**config.mk**
```make
export PLATFORM = sky130hd
export DESIGN_NAME = alu_control_seq
export DESIGN_NICKNAME = d
export VERILOG_FILES = /design/src/rtl/alu_control_seq.sv
export SDC_FILE = /design/constraint.sdc
export NUM_CORES = 1
export LEC_CHECK = 0
export CAP_MARGIN = 10
export CORE_MARGIN = 2
export CORE_UTILIZATION = 40
export DETAILED_ROUTE_END_ITERATION = 7
export PLACE_DENSITY = 0.62
export SETUP_SLACK_MARGIN = 0.4
export SLEW_MARGIN = 5
export SYNTH_ARGS = -nofsm -noshare
export SYNTH_HDL_FRONTEND = slang
export SYNTH_SLANG_ARGS = --single-unit
export TNS_END_PERCENT = 30
```
**constraint.sdc**
```tcl
create_clock -name clk -period 4 [get_ports clk]
set_input_delay 0.6 -clock clk [delete_from_list [all_inputs] [get_ports clk]]
set_output_delay 0.6 -clock clk [all_outputs]
set_load 0.05 [all_outputs]
```
**src/rtl/alu_control_seq.sv**
```systemverilog
// ---------------------------------------------------------------------------
// alu_control_seq
//
// Purpose:
//   Control-side companion of the datapath ALU. Decodes ALUOp/funct into the
//   4-bit ALU_Control code, owns the HI/LO registers, and runs signed mult/div
//   iteratively (radix-2, one bit per cycle). A valid/ready handshake lets the
//   main control FSM stall while a multi-cycle operation is in flight.
//
// Ports:
//   clk          rising-edge clock
//   rst_n        asynchronous active-low reset
//   op_valid     operation request (taken only while op_ready is high)
//   op_ready     high only in IDLE
//   ALUOp        main-control op class
//   funct        R-type function field
//   rs_data      operand A (mult multiplicand / div dividend)
//   rt_data      operand B (mult multiplier / div divisor)
//   ALU_Control  code to the ALU, held until the next accepted op
//   use_hilo     writeback selects hilo_result instead of the ALU result
//   hilo_result  HI or LO value for mfhi/mflo
//   done         one-cycle completion pulse
//   illegal      valid with done; unsupported encoding
//   div_zero     valid with done; divide by zero
//   hi_out       current HI
//   lo_out       current LO
// ---------------------------------------------------------------------------
module alu_control_seq #(
    parameter int XLEN = 32
) (
    input  logic            clk,
    input  logic            rst_n,
    input  logic            op_valid,
    output logic            op_ready,
    input  logic [1:0]      ALUOp,
    input  logic [5:0]      funct,
    input  logic [XLEN-1:0] rs_data,
    input  logic [XLEN-1:0] rt_data,
    output logic [3:0]      ALU_Control,
    output logic            use_hilo,
    output logic [XLEN-1:0] hilo_result,
    output logic            done,
    output logic            illegal,
    output logic            div_zero,
    output logic [XLEN-1:0] hi_out,
    output logic [XLEN-1:0] lo_out
);

    localparam int CW = $clog2(XLEN);

    localparam logic [5:0] FN_ADD  = 6'b100000;
    localparam logic [5:0] FN_SUB  = 6'b100010;
    localparam logic [5:0] FN_AND  = 6'b100100;
    localparam logic [5:0] FN_OR   = 6'b100101;
    localparam logic [5:0] FN_NOR  = 6'b100111;
    localparam logic [5:0] FN_SLT  = 6'b101010;
    localparam logic [5:0] FN_MULT = 6'b011000;
    localparam logic [5:0] FN_DIV  = 6'b011010;
    localparam logic [5:0] FN_MFHI = 6'b010000;
    localparam logic [5:0] FN_MFLO = 6'b010010;

    typedef enum logic [2:0] {
        IDLE,
        MUL,
        DIV,
        FIX,
        RESP
    } state_t;

    typedef enum logic [2:0] {
        OP_ALU,
        OP_MULT,
        OP_DIV,
        OP_MFHI,
        OP_MFLO,
        OP_ILLEGAL
    } opKind_t;

    state_t              state_q, state_d;
    logic [CW-1:0]       cnt_q, cnt_d;
    logic [XLEN-1:0]     opA_q, opA_d;
    logic [XLEN-1:0]     opB_q, opB_d;
    // mult: {partial product high, multiplier/product low}
    // div:  {partial remainder, dividend/quotient}
    logic [2*XLEN-1:0]   work_q, work_d;
    logic                negRes_q, negRes_d;
    logic                negRem_q, negRem_d;
    logic                isDiv_q, isDiv_d;
    logic [3:0]          aluCtl_q, aluCtl_d;
    logic                useHilo_q, useHilo_d;
    logic [XLEN-1:0]     hiloRes_q, hiloRes_d;
    logic                done_q, done_d;
    logic                illegal_q, illegal_d;
    logic                divZero_q, divZero_d;
    logic [XLEN-1:0]     hi_q, hi_d;
    logic [XLEN-1:0]     lo_q, lo_d;

    opKind_t             opKind;
    logic [3:0]          decCode;
    logic [XLEN-1:0]     absRs, absRt;
    logic [XLEN:0]       mulSum;
    logic [2*XLEN-1:0]   mulNext;
    logic [XLEN:0]       divShift, divDiff;
    logic [XLEN-1:0]     divRem;
    logic                divBit;
    logic [2*XLEN-1:0]   divNext;
    logic [2*XLEN-1:0]   prodFixed;
    logic [XLEN-1:0]     quoFixed, remFixed;
    logic                accept;

    assign accept = op_valid && (state_q == IDLE);

    // Instruction decode: classifies the request and yields the ALU code
    // for the plain ALU operations.
    always_comb begin : decodeLogic
        opKind  = OP_ILLEGAL;
        decCode = 4'b0000;
        case (ALUOp)
            2'b00: begin opKind = OP_ALU; decCode = 4'b0010; end
            2'b01: begin opKind = OP_ALU; decCode = 4'b0110; end
            2'b11: begin opKind = OP_ALU; decCode = 4'b0111; end
            default: begin
                case (funct)
                    FN_ADD:  begin opKind = OP_ALU; decCode = 4'b0010; end
                    FN_SUB:  begin opKind = OP_ALU; decCode = 4'b0110; end
                    FN_AND:  begin opKind = OP_ALU; decCode = 4'b0000; end
                    FN_OR:   begin opKind = OP_ALU; decCode = 4'b0001; end
                    FN_NOR:  begin opKind = OP_ALU; decCode = 4'b1100; end
                    FN_SLT:  begin opKind = OP_ALU; decCode = 4'b0111; end
                    FN_MULT: opKind = OP_MULT;
                    FN_DIV:  opKind = OP_DIV;
                    FN_MFHI: opKind = OP_MFHI;
                    FN_MFLO: opKind = OP_MFLO;
                    default: opKind = OP_ILLEGAL;
                endcase
            end
        endcase
    end

    // Iteration datapath: operand magnitudes, one shift-add multiply step,
    // one restoring divide step, and the final sign fix-up.
    always_comb begin : iterDatapath
        absRs = rs_data[XLEN-1] ? (~rs_data + 1'b1) : rs_data;
        absRt = rt_data[XLEN-1] ? (~rt_data + 1'b1) : rt_data;

        // Add the multiplicand into the upper half when the current
        // multiplier LSB is set, then shift the whole pair right.
        mulSum  = {1'b0, work_q[2*XLEN-1:XLEN]}
                + (work_q[0] ? {1'b0, opA_q} : {(XLEN+1){1'b0}});
        mulNext = {mulSum, work_q[XLEN-1:1]};

        // Shift the next dividend bit into the remainder and try to
        // subtract; a borrow in the top bit means the divisor did not fit.
        divShift = {work_q[2*XLEN-1:XLEN], work_q[XLEN-1]};
        divDiff  = divShift - {1'b0, opB_q};
        divBit   = ~divDiff[XLEN];
        divRem   = divBit ? divDiff[XLEN-1:0] : divShift[XLEN-1:0];
        divNext  = {divRem, work_q[XLEN-2:0], divBit};

        prodFixed = negRes_q ? (~work_q + 1'b1) : work_q;
        quoFixed  = negRes_q ? (~work_q[XLEN-1:0] + 1'b1) : work_q[XLEN-1:0];
        remFixed  = negRem_q ? (~work_q[2*XLEN-1:XLEN] + 1'b1)
                             : work_q[2*XLEN-1:XLEN];
    end

    // Next-state and output logic. Status flags default low so they are
    // only ever high for the single RESP cycle.
    always_comb begin : nextStateLogic
        state_d   = state_q;
        cnt_d     = cnt_q;
        opA_d     = opA_q;
        opB_d     = opB_q;
        work_d    = work_q;
        negRes_d  = negRes_q;
        negRem_d  = negRem_q;
        isDiv_d   = isDiv_q;
        aluCtl_d  = aluCtl_q;
        useHilo_d = useHilo_q;
        hiloRes_d = hiloRes_q;
        hi_d      = hi_q;
        lo_d      = lo_q;
        done_d    = 1'b0;
        illegal_d = 1'b0;
        divZero_d = 1'b0;

        case (state_q)
            IDLE: begin
                if (accept) begin
                    case (opKind)
                        OP_ALU: begin
                            aluCtl_d  = decCode;
                            useHilo_d = 1'b0;
                            done_d    = 1'b1;
                            state_d   = RESP;
                        end
                        OP_MFHI: begin
                            useHilo_d = 1'b1;
                            hiloRes_d = hi_q;
                            done_d    = 1'b1;
                            state_d   = RESP;
                        end
                        OP_MFLO: begin
                            useHilo_d = 1'b1;
                            hiloRes_d = lo_q;
                            done_d    = 1'b1;
                            state_d   = RESP;
                        end
                        OP_MULT: begin
                            opA_d     = absRs;
                            work_d    = {{XLEN{1'b0}}, absRt};
                            negRes_d  = rs_data[XLEN-1] ^ rt_data[XLEN-1];
                            isDiv_d   = 1'b0;
                            cnt_d     = '0;
                            useHilo_d = 1'b0;
                            state_d   = MUL;
                        end
                        OP_DIV: begin
                            useHilo_d = 1'b0;
                            if (rt_data == '0) begin
                                // Divide by zero bypasses the iterations.
                                hi_d      = rs_data;
                                lo_d      = '1;
                                divZero_d = 1'b1;
                                done_d    = 1'b1;
                                state_d   = RESP;
                            end else begin
                                opB_d    = absRt;
                                work_d   = {{XLEN{1'b0}}, absRs};
                                negRes_d = rs_data[XLEN-1] ^ rt_data[XLEN-1];
                                negRem_d = rs_data[XLEN-1];
                                isDiv_d  = 1'b1;
                                cnt_d    = '0;
                                state_d  = DIV;
                            end
                        end
                        default: begin
                            aluCtl_d  = 4'b0000;
                            useHilo_d = 1'b0;
                            illegal_d = 1'b1;
                            done_d    = 1'b1;
                            state_d   = RESP;
                        end
                    endcase
                end
            end
            MUL: begin
                work_d = mulNext;
                cnt_d  = cnt_q + 1'b1;
                if (cnt_q == CW'(XLEN-1)) begin
                    state_d = FIX;
                end
            end
            DIV: begin
                work_d = divNext;
                cnt_d  = cnt_q + 1'b1;
                if (cnt_q == CW'(XLEN-1)) begin
                    state_d = FIX;
                end
            end
            FIX: begin
                if (isDiv_q) begin
                    hi_d = remFixed;
                    lo_d = quoFixed;
                end else begin
                    hi_d = prodFixed[2*XLEN-1:XLEN];
                    lo_d = prodFixed[XLEN-1:0];
                end
                done_d  = 1'b1;
                state_d = RESP;
            end
            RESP: begin
                state_d = IDLE;
            end
            default: begin
                state_d = IDLE;
            end
        endcase
    end

    // State and result registers; reset abandons any operation in flight.
    always_ff @(posedge clk or negedge rst_n) begin
        if (!rst_n) begin
            state_q   <= IDLE;
            cnt_q     <= '0;
            opA_q     <= '0;
            opB_q     <= '0;
            work_q    <= '0;
            negRes_q  <= 1'b0;
            negRem_q  <= 1'b0;
            isDiv_q   <= 1'b0;
            aluCtl_q  <= 4'b0000;
            useHilo_q <= 1'b0;
            hiloRes_q <= '0;
            done_q    <= 1'b0;
            illegal_q <= 1'b0;
            divZero_q <= 1'b0;
            hi_q      <= '0;
            lo_q      <= '0;
        end else begin
            state_q   <= state_d;
            cnt_q     <= cnt_d;
            opA_q     <= opA_d;
            opB_q     <= opB_d;
            work_q    <= work_d;
            negRes_q  <= negRes_d;
            negRem_q  <= negRem_d;
            isDiv_q   <= isDiv_d;
            aluCtl_q  <= aluCtl_d;
            useHilo_q <= useHilo_d;
            hiloRes_q <= hiloRes_d;
            done_q    <= done_d;
            illegal_q <= illegal_d;
            divZero_q <= divZero_d;
            hi_q      <= hi_d;
            lo_q      <= lo_d;
        end
    end

    assign op_ready    = (state_q == IDLE);
    assign ALU_Control = aluCtl_q;
    assign use_hilo    = useHilo_q;
    assign hilo_result = hiloRes_q;
    assign done        = done_q;
    assign illegal     = illegal_q;
    assign div_zero    = divZero_q;
    assign hi_out      = hi_q;
    assign lo_out      = lo_q;

endmodule

```
# Word level (Yosys, flattened, before mapping)
# Index checks and enable logic that the tools add are counted.
[totals]
regBits = 243
latch_bits = 0
ram_bits = 0
mem_bits_ro = 0
output_inout_bits = 105
word_cells = 137
n_memories = 0
[classes]
n_addsub = 8
n_mul = 0
div = 0
magnitude_cmp = 0
n_eq_ne = 27
n_shift = 0
muxes = 51
bitwise_logic = 9
reduce_logical = 26
[ops]
columns = ["cell", "count"]
rows = [
  ["32-bit 2-to-1 mux", 14],
  ["64-bit 2-to-1 mux", 3],
  ["32-bit one-hot mux with 2 select lines", 3],
  ["64-bit one-hot mux with 3 select lines", 1],
  ["32-bit by 1-bit adder with 32-bit output (second input constant)", 4],
  ["32-bit inverter", 4],
  ["64-bit one-hot mux with 2 select lines", 1],
  ["64-bit by 1-bit adder with 64-bit output (second input constant)", 1],
  ["64-bit inverter", 1],
  ["6-bit == test (second input constant)", 6],
  ["32-bit by 32-bit adder with 33-bit output", 1],
  ["33-bit by 32-bit subtractor with 33-bit output", 1],
  ["32-bit zero test", 1],
  ["6-bit by 5-bit == test with 1-bit output (second input constant)", 4],
  ["4-bit one-hot mux with 5 select lines", 1],
  ["5-bit one-hot mux with 2 select lines", 2],
  ["4-bit AND reduction", 5],
  ["3-bit one-hot mux with 5 select lines", 1],
  ["3-bit by 2-bit == test with 1-bit output (second input constant)", 4],
  ["3-bit 2-to-1 mux", 4],
  ["4-bit one-hot mux with 3 select lines", 1],
  ["1-bit 2-to-1 mux", 11],
  ["5-bit 2-to-1 mux", 2],
  ["3-bit one-hot mux with 3 select lines", 1],
  ["other kinds (27)", 44],
]

# Depth between registers and ports, before layout
# Gate-level depths: netlist of the first run.
[logic_depth]
word_depth = 9
ltp_mapped = 16

# Worst setup path after synthesis of the first run
# Ideal clock, no wire load.
[synth_path]
kind = "reg-to-reg"
start = "reg state_q[2]"
end = "reg hi_q[4] (netlist: hi_out[4])"
setup_ns = 0.135
arrival_ns = 3.152
slack_ns = 0.713
stages_incl_launch_ff = 10
cell_sequence = "dfrtp_1 clkbuf_1 nor3_1 and2_1 nand2_1 nor4_2 buf_4 buf_4 mux2i_1 o21ai_0"
[synth_between]
elab_chain_cells = 4
[synth_rtl]
columns = ["item", "line_no", "rtl"]
rows = [
  ["from (decl)", "79", "state_t state_q, state_d;"],
  ["from (signal assigned)", "300", "state_q <= state_d;"],
  ["3-bit zero test *", "-", ""],
  ["net op_ready", "34", "output logic op_ready,"],
  ["1-bit logical AND", "111", "assign accept = op_valid && (state_q == IDLE);"],
  ["2-bit by 1-bit inequality test with 1-bit output (no line)", "-", ""],
  ["4-bit AND reduction (no line)", "-", ""],
  ["to (signal assigned)", "314", "hi_q <= hi_d;"],
  ["to (decl)", "95", "logic [XLEN-1:0] hi_q, hi_d;"],
]
# Mark *: on every way through the listed nets, which the timed path passes. The rest lies on a longest branch.
# A chain may end at the register's enable or synchronous reset.

# Final worst setup path of the first run
[layout_path]
start = "reg work_q[0]"
end = "reg hi_q[22] (netlist: hi_out[22])"
[layout_between]
elab_chain_cells = 5
[layout_rtl]
columns = ["item", "line_no", "rtl"]
rows = [
  ["from (decl)", "85", "logic [2*XLEN-1:0] work_q, work_d;"],
  ["from (signal assigned)", "304", "work_q <= work_d;"],
  ["64-bit inverter", "160", "prodFixed = negRes_q ? (~work_q + 1'b1) : work_q;"],
  ["64-bit by 1-bit adder with 64-bit output", "160", ""],
  ["64-bit 2-to-1 mux", "160", ""],
  ["32-bit 2-to-1 mux", "261", "if (isDiv_q) begin"],
  ["32-bit one-hot mux with 2 select lines", "186", "case (state_q)"],
]
# Every way passes these cells.

==> impl_metrics.tcl, run 1 <==
set metrics [dict create \
    status "complete, no violations" \
    fp.dieH_um 214.7 \
    io_buffers 179 \
    r2r_start "work_q[0]" \
    rsz0062_at_grt "true" \
    hold_ws_ps 103.7 \
    mostFrequentLayoutCells "dfrtp_1 (241), o21ai_0 (237), nand2_1 (213), clkdlybuf4s50_1 (178), a21oi_1 (175)" \
    routed_via_density 5.822 \
    grt-ovfl-total 0 \
    numCtsBuffers 28 \
    ant_nets 0 \
    totalWireLength_um 62260 \
    worstPathRequired_ps 4430 \
    hold_buffers 0 \
    synth_fp_nets 2257 \
    cp.arrival_ps 3920 \
    hold_viol 0 \
    r2r-end "hi_out[22]" \
    syn_to_final_growth_pct 21.17 \
    vias 16770 \
    vdd.ir_drop.worst_mv 0.3325 \
    pre_cts_ws_ps 151.9 \
    ys_seq_area_share_pct 34.23 \
    cellLeakagePower_nw 8.767 \
    cp_max_fo 8 \
    hpwl_um 48210 \
    worst_pin_slew_ps 869.2 \
    finalWorstSetupSlack_ps 509.1 \
    max_freq_mhz 286.5 \
    synth_flop_cell "dfrtp_1" \
    cp-endpoint "hi_out[22]" \
    io_pins 180 \
    ys_ff_latch 243 \
    core-area_um2 44030 \
    slew_headroom_pct 42.05 \
    yosys_warnings 0 \
    grt_pass1_wl_um 96280 \
    gp_congestion 0.9571 \
    drtIter0Drc 1400 \
    post-route-drc-count 0 \
    num_antenna_cells 0 \
    grt_max_degree 108 \
    cts.clk_slew.worst_paths_ps 60 \
    crit_type "reg -> reg" \
    setup_viol 0 \
    antenna_found_initial 0 \
    syn_inst 2110 \
    nNetsFinal 2416 \
    avgRoutedWirePerCell_um 21.61 \
    grt_usage_pct 26.50 \
    tritoncts "done" \
    synth.distinct_cells 86 \
    start_kind "flip-flop" \
    drt_pre_antenna_iters 5 \
    p_per_area_nw_per_um2 640.1 \
    reg2regPathDepth 12 \
    maxSlewViolCount 0 \
    cts_root_buf "clkbuf_16" \
    r2r_setup_slack_ps 510 \
    synth_edf_count 0 \
    fin_crit_sh_pct 87.27 \
    tns_ps 0 \
    cts_buffer_depth 3 \
    final_common_cell "dfrtp_1" \
    clock_latency_ps 570 \
    drive_above_1_share_pct 9.218 \
    fp.dieArea_um2 46110 \
    finClkSkew_ps 24.13 \
    syn_area_um2 17760 \
    grt_pass1_vias 16280 \
    hp-class "in -> async" \
    crit_start "work_q[0]" \
    maxCapViolCount 0 \
    rows 77 \
    start_util_pct 40.34 \
    post_cts_buffers 0 \
    die_w_um 214.7 \
    htreeDepth 1 \
    cts_sinks 243 \
    postCtsResizedCells 0 \
    synthArstFlopShare_pct 100.0 \
    syn_avg_cell_area_um2 8.419 \
    end_kind "flip-flop" \
    fin_crit_ps 3491 \
]
## kinds of logic after synthesis
family,Yosys count,share of synthesized area (%)
adders and majority gates,72,5.156
muxes,94,5.339
AOI/OAI and AO/OA,680,23.75
buffers and inverters,192,4.395
xor gates and xnor gates,168,8.326
and+or+nand+nor,661,18.80
DFF,243,34.23
## layout make-up
type                            instances  area [um^2]
Timing Repair Buffer                  265         2530
Clock inverter                          8        96.34
Sequential cell                       243         6083
Clock buffer                           42        884.6
Fill cell                            4281        22500
Tap cell                              592        740.7
Multi-Input combinational cell       1675        10980
Inverter                               56        210.2
## state kept, by name (all words and copies together) (netlist names)
| name | count |
|---|---|
| ALU_Control | 4 |
| cnt_q | 5 |
| div_zero | 1 |
| done | 1 |
| hi_out | 32 |
| hilo_result | 32 |
| illegal | 1 |
| isDiv_q | 1 |
| lo_out | 32 |
| negRem_q | 1 |
| negRes_q | 1 |
| opA_q | 32 |
| opB_q | 32 |
| state_q | 3 |
| use_hilo | 1 |
| work_q | 64 |
## critical path, cell delays in order, from the launching register on
cell,delay [ps]
dfrtp_1,470
buf_4,210
inv_1,140
ha_1,250
nand4b_1,340
or4b_4,700
nand4b_4,240
a21oi_2,350
nand2_1,170
a21oi_1,150
nor2_1,70
xnor2_1,180
a21oi_1,90
## metal layers
| layer | vias to the layer above | GRT usage (%) | part of all wire (%) |
|---|---|---|---|
| met1 | 8146 | 38.58 | 47 |
| met5 | - | 0 | 0 |
| met4 | 0 | 7.523 | 2.6 |
| li1 | 7941 | - | - |
| met3 | 86 | 3.638 | 6.7 |
| met2 | 599 | 41.01 | 44 |
## per-stage QoR
stage,cell area [um^2],power (mW),util [%],instances
after floorplan,17760,8.626,-,2110
after global placement,20510,10.79,46.59,2831
after detailed placement,20510,10.88,46.59,2831
after CTS,21500,13.67,48.82,2881
after global routing,21520,14.69,48.89,2881
final,21520,13.78,48.89,2881
## how the worst min path moves through the flow
stage | from | end
final | rst_n | hilo_result[1]
after global routing | rst_n | state_q[1]
after CTS | rst_n | state_q[1]
after detailed placement | ALU_Control[0] | ALU_Control[0]
after global placement | use_hilo | use_hilo
after floorplan | rst_n | ALU_Control[0]
## where the power goes
part	leakage [nW]	switching (mW)	internal (mW)
clock	0.487	1.10	1.65
combinational	5.40	4.14	2.95
sequential	2.88	0.984	2.96
## Yosys cell counts (5+ instances only)
cell	number	area share, %
dfrtp_1	243	34
o21ai_0	238	6.7
nand2_1	214	4.5
a21oi_1	176	5.0
nor2_1	139	2.9
xor2_1	112	5.5
clkbuf_1	100	2.1
mux2i_1	88	5.0
ha_1	70	4.9
inv_1	56	1.2
xnor2_1	55	2.7
nor3_1	43	1.2
and2_1	42	1.5
a211oi_1	36	1.5
nor2b_1	33	1.2
or3_1	32	1.1
a21o_1	28	1.2
nand3_1	28	0.79
a22oi_1	27	1.1
o31ai_1	27	1.1
nand2b_1	26	0.92
nor4_1	17	0.60
a221oi_1	16	0.79
buf_2	15	0.42
or2_2	15	0.53
a31oi_1	12	0.42
buf_1	12	0.25
nand4_1	12	0.42
o21ai_1	10	0.28
o41ai_1	10	0.49
a22o_1	9	0.44
and3_1	9	0.32
o211ai_1	9	0.38
o21a_1	9	0.38
o221a_2	9	0.57
o22ai_1	9	0.32
or4_1	9	0.38
o221ai_1	8	0.39
buf_4	7	0.30
mux2_2	6	0.38
a31o_2	5	0.25
a41oi_1	5	0.25
o21bai_1	5	0.21
o31a_1	5	0.25
No activity file was read; power rests on OpenSTA's default activity.
==> run 2: changes to the inputs <==
--- a/config.mk
+++ b/config.mk
@@ -11,6 +11,7 @@
 export DETAILED_ROUTE_END_ITERATION = 7
 export PLACE_DENSITY = 0.62
 export SETUP_SLACK_MARGIN = 0.4
+export SKIP_CTS_REPAIR_TIMING = 1
 export SLEW_MARGIN = 5
 export SYNTH_ARGS = -nofsm -noshare
 export SYNTH_HDL_FRONTEND = slang
==> results of run 2 <==
Final layout, timing and power as in run 1 (identical DEF).
